### src/rtl/inst_fetch_queue_pkg.sv
// Shared widths and defaults for the instruction-fetch front end.
// Consumed by inst_fetch_queue and fetch_fifo (FETCHQ_BYPASS_EN is handled in the top).
package inst_fetch_queue_pkg;
  localparam int INST_ADDR_BUS_W = 32;
  localparam int INST_BUS_W = 32;
  localparam logic [INST_ADDR_BUS_W-1:0] DEFAULT_RESET_PC = 32'h0000_0000;
  localparam int DEFAULT_PC_STEP = 4;
  localparam logic [INST_BUS_W-1:0] NOP_INST = '0;

  function automatic int lvl_w(input int depth);
    return $clog2(depth + 1);
  endfunction
endpackage

### src/rtl/fetch_fifo.sv
// First-word-fall-through queue of {pc, inst} entries with synchronous flush.
// Flush wins over push and pop; DEPTH must be a power of two so pointers wrap naturally.
module fetch_fifo
  import inst_fetch_queue_pkg::*;
#(
  parameter int DEPTH = 4,
  parameter int W = 64,
  localparam int PTR_W = $clog2(DEPTH),
  localparam int LVL_W = lvl_w(DEPTH)
) (
  input  logic             clk,
  input  logic             rst_n,
  input  logic             push_i,
  input  logic [W-1:0]     push_data_i,
  input  logic             pop_i,
  input  logic             flush_i,
  output logic [LVL_W-1:0] level_o,
  output logic             head_valid_o,
  output logic [W-1:0]     head_data_o
);
  logic [W-1:0]     mem_q [DEPTH];
  logic [PTR_W-1:0] wr_ptr_q, wr_ptr_d;
  logic [PTR_W-1:0] rd_ptr_q, rd_ptr_d;
  logic [LVL_W-1:0] count_q, count_d;
  logic             do_push, do_pop;

  always_comb begin
    do_push  = push_i & ~flush_i;
    do_pop   = pop_i & ~flush_i & (count_q != '0);
    wr_ptr_d = wr_ptr_q;
    rd_ptr_d = rd_ptr_q;
    count_d  = count_q;
    if (flush_i) begin
      wr_ptr_d = '0;
      rd_ptr_d = '0;
      count_d  = '0;
    end else begin
      if (do_push) wr_ptr_d = wr_ptr_q + PTR_W'(1);
      if (do_pop)  rd_ptr_d = rd_ptr_q + PTR_W'(1);
      count_d = count_q + LVL_W'(do_push) - LVL_W'(do_pop);
    end
  end

  always_ff @(posedge clk or negedge rst_n) begin
    if (!rst_n) begin
      wr_ptr_q <= '0;
      rd_ptr_q <= '0;
      count_q  <= '0;
    end else begin
      wr_ptr_q <= wr_ptr_d;
      rd_ptr_q <= rd_ptr_d;
      count_q  <= count_d;
    end
  end

  // Storage needs no reset: the head is qualified by the occupancy count.
  always_ff @(posedge clk) begin
    if (do_push) mem_q[wr_ptr_q] <= push_data_i;
  end

  assign level_o      = count_q;
  assign head_valid_o = (count_q != '0);
  assign head_data_o  = mem_q[rd_ptr_q];
endmodule

### src/rtl/inst_fetch_queue.sv
// Fetch PC, ROM request issue and redirect/flush control in front of fetch_fifo.
// Define FETCHQ_BYPASS_EN to forward returning data straight to decode when the queue is empty.
module inst_fetch_queue
  import inst_fetch_queue_pkg::*;
#(
  parameter int                ADDR_W   = INST_ADDR_BUS_W,
  parameter int                INST_W   = INST_BUS_W,
  parameter int                DEPTH    = 4,
  parameter logic [ADDR_W-1:0] RESET_PC = ADDR_W'(DEFAULT_RESET_PC),
  parameter int                PC_STEP  = DEFAULT_PC_STEP,
  localparam int               LVL_W    = lvl_w(DEPTH)
) (
  input  logic              clk,
  input  logic              rst,
  output logic              rom_ce_o,
  output logic [ADDR_W-1:0] rom_addr_o,
  input  logic [INST_W-1:0] rom_data_i,
  input  logic              stall_i,
  input  logic              redirect_i,
  input  logic [ADDR_W-1:0] redirect_addr_i,
  output logic              id_valid_o,
  output logic [ADDR_W-1:0] id_pc_o,
  output logic [INST_W-1:0] id_inst_o,
  output logic [LVL_W-1:0]  level_o
);
  localparam int ENT_W = ADDR_W + INST_W;

  logic [ADDR_W-1:0] fetch_pc_q, fetch_pc_d;
  logic [ADDR_W-1:0] ret_pc_q, ret_pc_d;
  logic              inflight_q, inflight_d;

  logic              issue, ret_ok, bypass_hit, push, pop;
  logic [ADDR_W-1:0] issue_addr;
  logic [LVL_W-1:0]  fifo_level;
  logic              head_valid;
  logic [ENT_W-1:0]  head_data;

  // Credit counts the in-flight return; a pop in the same cycle frees nothing yet.
  always_comb begin
    issue      = rst & (redirect_i | ((int'(fifo_level) + int'(inflight_q)) < DEPTH));
    issue_addr = redirect_i ? redirect_addr_i : fetch_pc_q;
    ret_ok     = inflight_q & ~redirect_i;
`ifdef FETCHQ_BYPASS_EN
    bypass_hit = ret_ok & ~head_valid;
`else
    bypass_hit = 1'b0;
`endif
    push       = ret_ok & ~(bypass_hit & ~stall_i);
    pop        = head_valid & ~stall_i & ~redirect_i;
    fetch_pc_d = issue ? issue_addr + ADDR_W'(PC_STEP) : fetch_pc_q;
    ret_pc_d   = issue ? issue_addr : ret_pc_q;
    inflight_d = issue;
  end

  always_ff @(posedge clk or negedge rst) begin
    if (!rst) begin
      fetch_pc_q <= RESET_PC;
      ret_pc_q   <= '0;
      inflight_q <= 1'b0;
    end else begin
      fetch_pc_q <= fetch_pc_d;
      ret_pc_q   <= ret_pc_d;
      inflight_q <= inflight_d;
    end
  end

  fetch_fifo #(
    .DEPTH (DEPTH),
    .W     (ENT_W)
  ) u_fifo (
    .clk          (clk),
    .rst_n        (rst),
    .push_i       (push),
    .push_data_i  ({ret_pc_q, rom_data_i}),
    .pop_i        (pop),
    .flush_i      (redirect_i),
    .level_o      (fifo_level),
    .head_valid_o (head_valid),
    .head_data_o  (head_data)
  );

  always_comb begin
    rom_ce_o   = issue;
    rom_addr_o = rst ? issue_addr : '0;
    level_o    = fifo_level;
    id_valid_o = head_valid | bypass_hit;
    id_pc_o    = '0;
    id_inst_o  = NOP_INST[INST_W-1:0];
    if (head_valid) begin
      id_pc_o   = head_data[ENT_W-1:INST_W];
      id_inst_o = head_data[INST_W-1:0];
    end else if (bypass_hit) begin
      id_pc_o   = ret_pc_q;
      id_inst_o = rom_data_i;
    end
  end
endmodule

### config.mk
export PLATFORM = sky130hd
export DESIGN_NAME = inst_fetch_queue
export DESIGN_NICKNAME = d
export VERILOG_FILES = /design/src/rtl/inst_fetch_queue_pkg.sv /design/src/rtl/fetch_fifo.sv /design/src/rtl/inst_fetch_queue.sv
export SDC_FILE = /design/constraint.sdc
export NUM_CORES = 1
export LEC_CHECK = 0
export CAP_MARGIN = 0
export CORE_MARGIN = 2
export CORE_UTILIZATION = 60
export CTS_CLUSTER_SIZE = 30
export DETAILED_ROUTE_END_ITERATION = 8
export PLACE_DENSITY = 0.85
export SYNTH_ARGS = -nofsm -noshare
export SYNTH_HDL_FRONTEND = slang
export SYNTH_SLANG_ARGS = --single-unit
### constraint.sdc
create_clock -name clk -period 8.5 [get_ports clk]
set_clock_uncertainty 0.1 [all_clocks]
set_input_delay 0.85 -clock clk [delete_from_list [all_inputs] [get_ports clk]]
set_output_delay 0.85 -clock clk [all_outputs]
set_load 0.03 [all_outputs]
# Word level (Yosys, flattened, before mapping)
# Memory sizes are Yosys's and may differ from the RTL's.
# Cells that the tools add are included.
dict set report classes {
  order_cmp 1
  bitwise 10
  muxes 11
  n_addsub 6
  reduce_logical 3
}
# op count
set op_table {}
lappend op_table {{two-way mux 32 bit} 4}
lappend op_table {{adder 32 x 3 -> 32 bit (second input constant)} 1}
lappend op_table {{two-way mux 2 bit} 4}
lappend op_table {{AND 1 bit} 7}
lappend op_table {{adder 2 x 1 -> 2 bit (second input constant)} 2}
lappend op_table {{adder 3 x 1 -> 4 bit} 1}
lappend op_table {{less-than comparator 4 x 3 -> 1 bit (second input constant)} 1}
lappend op_table {{nonzero test 2 bit} 2}
lappend op_table {{adder 3 x 1 -> 3 bit} 1}
lappend op_table {{two-way mux 3 bit} 1}
lappend op_table {{nonzero test 3 bit} 1}
lappend op_table {{subtractor 3 x 1 -> 3 bit} 1}
lappend op_table {{two-way mux 1 bit} 2}
lappend op_table {{inverter 1 bit} 2}
lappend op_table {{OR 1 bit} 1}
dict set report totals {
  register_bits 72
  memories 1
  out_inout_bits 101
  word_cells 38
  inputBits 68
  ramBits 256
}
# memory words word_bits read_ports rd_ports_with_merged_regs wr line_no
set mem_list {}
lappend mem_list {u_fifo.mem_q 4 64 1 0 1 fetch_fifo.sv:21} ;# logic [W-1:0] mem_q [DEPTH];

# Depth between registers and ports, before layout
dict set report depth {
  depth_word 7
  ltp_mapped 14
  depth_no_buf 10
}

# By module
# Synthesis repeated with hierarchy kept, for this count alone.
dict set report unflattened {
  hier_cells 943
  hier_area_um2 14406.3
}
# module instances cells_per_inst seq_area_each_um2 area_per_inst_um2
set by_module_without_submodules {}
lappend by_module_without_submodules {fetch_fifo 1 378 7862.5 9730.6}
lappend by_module_without_submodules {inst_fetch_queue 1 565 1576.5 4675.7}

# Worst setup path after synthesis
# No wires, ideal clock.
dict set report synth_path {
  path_type {input to register}
  from {input port redirect_i}
  to {memory u_fifo.mem_q[0][0] (enable)}
  required_time_ns 7.971
  setup_time_ns 0.429
  path_slack_ns 4.704
  arrival_time_ns 3.267
  n_path_buf 4
  cell_stages 6
  cell_sequence {buf_2 -> buf_2 -> buf_2 -> buf_2 -> nor2b_1 -> and2_1}
}
dict set report synth_via {
  elab_chain_len 5
}
# element line_no
set synth_rtl {}
lappend synth_rtl {{start, declared} inst_fetch_queue.sv:19} ;# input logic redirect_i,
lappend synth_rtl {{inverter 1 bit *} {fetch_fifo.sv:28, inst_fetch_queue.sv:42}}
lappend synth_rtl {{AND 1 bit} inst_fetch_queue.sv:42} ;# ret_ok = inflight_q & ~redirect_i;
lappend synth_rtl {{AND 1 bit *} fetch_fifo.sv:28} ;# do_push = push_i & ~flush_i;
lappend synth_rtl {{two-way mux 1 bit *} fetch_fifo.sv:58} ;# if (do_push) mem_q[wr_ptr_q] <= push_data_i;
lappend synth_rtl {{two-way mux 1 bit (not written as such) *} fetch_fifo.sv:58}
lappend synth_rtl {{end, declared} fetch_fifo.sv:21}
# Mark *: on every way between the ends. The rest lies on a longest branch, timed or not.

# Worst setup path in the final report
dict set report layout_path {
  from {input port redirect_i}
  to {output port rom_ce_o}
}
dict set report layout_via {
  elab_chain_len 2
}
# element line_no
set layout_rtl {}
lappend layout_rtl {{OR 1 bit} inst_fetch_queue.sv:40} ;# issue = rst & (redirect_i | ((int'(fifo_level) + int'(inflight_q)) < DEPTH));
lappend layout_rtl {{AND 1 bit} inst_fetch_queue.sv:40}
lappend layout_rtl {{end, declared} inst_fetch_queue.sv:15} ;# output logic rom_ce_o,
# Every way passes these cells.

==> impl_results.md <==
- Unrepaired setup endpoints after global routing: false
- Crit path max fanout: 67
- Die area: between 0.02 and 0.025 mm^2
- Fmax: 217 MHz
- R2r startpoint: u_fifo.level_o[1]$_DFF_PN0_
- Setup bufs post-CTS: 0
- Synth area leader: edfxtp_1
- EDFF count, synth: about 260
- Clock Latency Late Sink: between 500 and 600 ps
- Fin. max-slew vios: 0
- Int Pwr: 0.00335 W
- Worst setup path endpoint: rom_ce_o
- Number of fill cells: 1449
- Post-DP HPWL: ~18 mm
- Placed cells: 1380
- Share of the synthesized area in the top cell type: 54.1%
- Critical path buffers and inverters: 5
- Final-report hold violation count: 0
- Combinational share of power: between 20% and 30%
- Vias in the first global route: 8435
- CTS-repair resized insts: 0
- Die width: 158 um
- MaxCap Viol Count: 0
- Tot GR Track Use: 23.8%
- Pwr Density: 281 mW/mm^2
- Top cells by area, synth: edfxtp_1 54%, dfrtp_1 12%, mux4_2 10%
- Antenna violations before repair: 0
- Worst r2r path cells: 8
- Vias per cell: 5.95
- Number of H-tree levels: 1
- CTS sink count: ~330
- Synthesized area per cell: 15.1 um^2
- Vias: 8563
- CP startpoint kind: primary input
- Most used DFF post-synth: edfxtp_1
- Setup-failing EPs final: 0
- Largest net degree at the start of global routing: 86
- Pleak: approximately 5.9 nW
- Clock Pin Slew Worst Setup and Hold Paths: 70 ps
- Crit end category: primary output
- # rows: 56
- Peak supply drop: 0.153 mV
- Ports: 169
- Crit Path Category: primary input to primary output
- WL per Instance: ~20 um
- Syn_nets: 1015
- Crit path top cell by count: buf_4
- Port bufs: 168
- Fin crit period: 4610 ps
- Setup crit start: redirect_i
- Unique cell type count in the Yosys netlist: a little under 60
- Worst path cell trace: buf_4 -> buf_4 -> o31ai_4 -> buf_4 -> inv_1 -> clkdlybuf4s50_1
- Cells after Synth: 938
- Worst min path class: primary input to async pin
- Slew margin rel.: 31.7%
- Post-route insts no fill: between 1000 and 1500
- R2R setup slack: 5560 ps
- Crit-path leading delay family: buffers and inverters
- Seq cells post-synth: 326
- Area delta synth->final: 21.1%
- Required @ worst endpoint: 7550 ps
- Worst r2r dst: fetch_pc_q[25]$_DFFE_PN0P_
- Antenna viol nets, final: 0
- Cell Area, Synth: 0.0142 mm^2
- Remaining Overflow, GRT: 0
- GPL Wtd Cong: around 0.87
- Drt first pass iters: 5
- CP arrival: ~3700 ps
- Status: finished clean
- Share of post-route cells with drive strength above 1: 13.0%
- DIE HEIGHT: about 160 um
- Switching part of the total power: a little under a third
- CTS buffer count: 31
- CTS Hold Bufs: 0
- Flop pwr share: between 40% and 50%
- CTS tree: built
- DRT iter0 DRCs: 707
- Initial Util: 60.9%
- WP depth: 6
- ANT cells: 0
- Post-synthesis sequential area ratio: 66.5%
- P_sw: 0.00149 W
- Synth warn: 0
- Core Box Area: 0.0233 mm^2
- Routed wire length: 29.2 mm
- Post-route DRC violation count: 0
- Setup TNS Final: 0 ps
- CTS root buffer: clkbuf_16
- Clock buffer depth: 3
- Crit-path slowest cell: clkdlybuf4s50_1
- First-pass GRT wire length: 45.8 mm
- Asr flop ratio synth: 21.5%
- Period utilization: 54.2%
- Share of power burned in the clock network: 28.3%
- Fin nets: around 1200
- Slowest stage delay, CP: roughly 780 ps
- Slew @ Worst Pin: 1020 ps
==> synthesized netlist by cell type (7+ instances only) <==
cell type  number
nor2_1         23
nand3_1        18
and2_1         72
xor2_1         14
clkbuf_1       34
buf_1          10
nand2_1        68
mux2i_1        25
dfrtp_1        70
nor2b_1        42
nor3_1         11
nand4_1         9
edfxtp_1      256
o21ai_0        50
inv_1           9
xnor2_1        13
buf_2          11
or3_1           7
a21oi_1        34
ha_1            8
a22oi_1         8
mux4_2         64
nand3b_1       10
==> cell families after synthesis <==
| group | share of synthesized area [%] |
|---|---|
| and+or+nand+nor | 11.0 |
| buffers and inverters | 1.87 |
| muxes | 12.0 |
| adders and majority gates | 0.846 |
| DFF | 66.5 |
| AOI/OAI and AO/OA | 6.17 |
| xor gates and xnor gates | 1.67 |
==> worst min path at each step <==
stage / startpoint / end / slack [ps] / cells after the start
after floorplan: fetch_pc_q[20]$_DFFE_PN0P_ / fetch_pc_q[20]$_DFFE_PN0P_ / 350 / 2
after global placement: fetch_pc_q[24]$_DFFE_PN0P_ / fetch_pc_q[24]$_DFFE_PN0P_ / 370 / 2
after detailed placement: fetch_pc_q[24]$_DFFE_PN0P_ / fetch_pc_q[24]$_DFFE_PN0P_ / 390 / 2
after CTS: rst / ret_pc_q[23]$_DFFE_PN0P_ / 190 / 1
after global routing: rst / ret_pc_q[23]$_DFFE_PN0P_ / 220 / 1
final: rst / ret_pc_q[23]$_DFFE_PN0P_ / 180 / 1
==> cell type report <==
cell class,count,area [um^2],share of cell area [%]
clock buffers,47,958,5.57
clock inverters,11,90.1,0.524
inverters,9,33.8,0.196
multi-input cells,547,4520,26.3
flip-flops and latches,326,9440,54.9
well taps,319,399,2.32
repair buffers,179,1760,10.2
==> registers in the layout, indices dropped and copies added (netlist names) <==
signal and flops:
ret_pc_q 30, inflight_q 1, u_fifo.wr_ptr_q 2, u_fifo.rd_ptr_q 2
fetch_pc_q 32, u_fifo.level_o 3, u_fifo.mem_q 256
==> through the flow <==
stage | area [um^2] | power [W] | hold slack [ps] | util, % | setup slack, ps
finish | 17200 | 0.00484 | 181 | 73.7 | 3890
global route | 17200 | 0.00505 | 221 | 73.7 | 3720
detailed placement | 16200 | 0.00351 | 395 | 69.2 | 3940
floorplan | 14200 | 0.00294 | 349 | - | 4700
global placement | 16200 | 0.00348 | 369 | 69.2 | 3980
CTS | 17200 | 0.00488 | 189 | 73.7 | 3950
==> placed cells by master (no fill, tap or decap), drive strengths merged, types with 4 or more instances in the layout <==
cell type and instances:
edfxtp 256, nor3 12, a32o 5, inv 11, nor3b 4, o22a 4
a22oi 9, nand2 68, o21a 4, clkinv 7, nor2b 42, dfrtp 70
buf 13, nand4 10, xnor2 13, nand3 19, o21ai 50, o211ai 4
ha 8, clkdlybuf4s50 166, mux2i 25, nor2 23, and2 73, clkbuf 47
mux4 64, a221o 5, xor2 14, or3 7, a21oi 34, nand3b 10
or4 6
==> per-layer routing <==
metal,part of all wire (%),track usage (%),wire length [um]
met1,42,33.9,12300
met2,49,39.7,14400
met5,0,0,0
met4,1.2,4.98,339
met3,7.5,3.53,2180
==> power groups by stage <==
stage               clock, W  sequential [W]  combinational, W
floorplan                  0         0.00200          0.000940
CTS                  0.00139         0.00202           0.00147
finish               0.00137         0.00202           0.00145
global placement           0         0.00204           0.00144
global route         0.00146         0.00204           0.00155
detailed placement         0         0.00205           0.00146
Note: power is estimated with default switching activity, not from simulation.
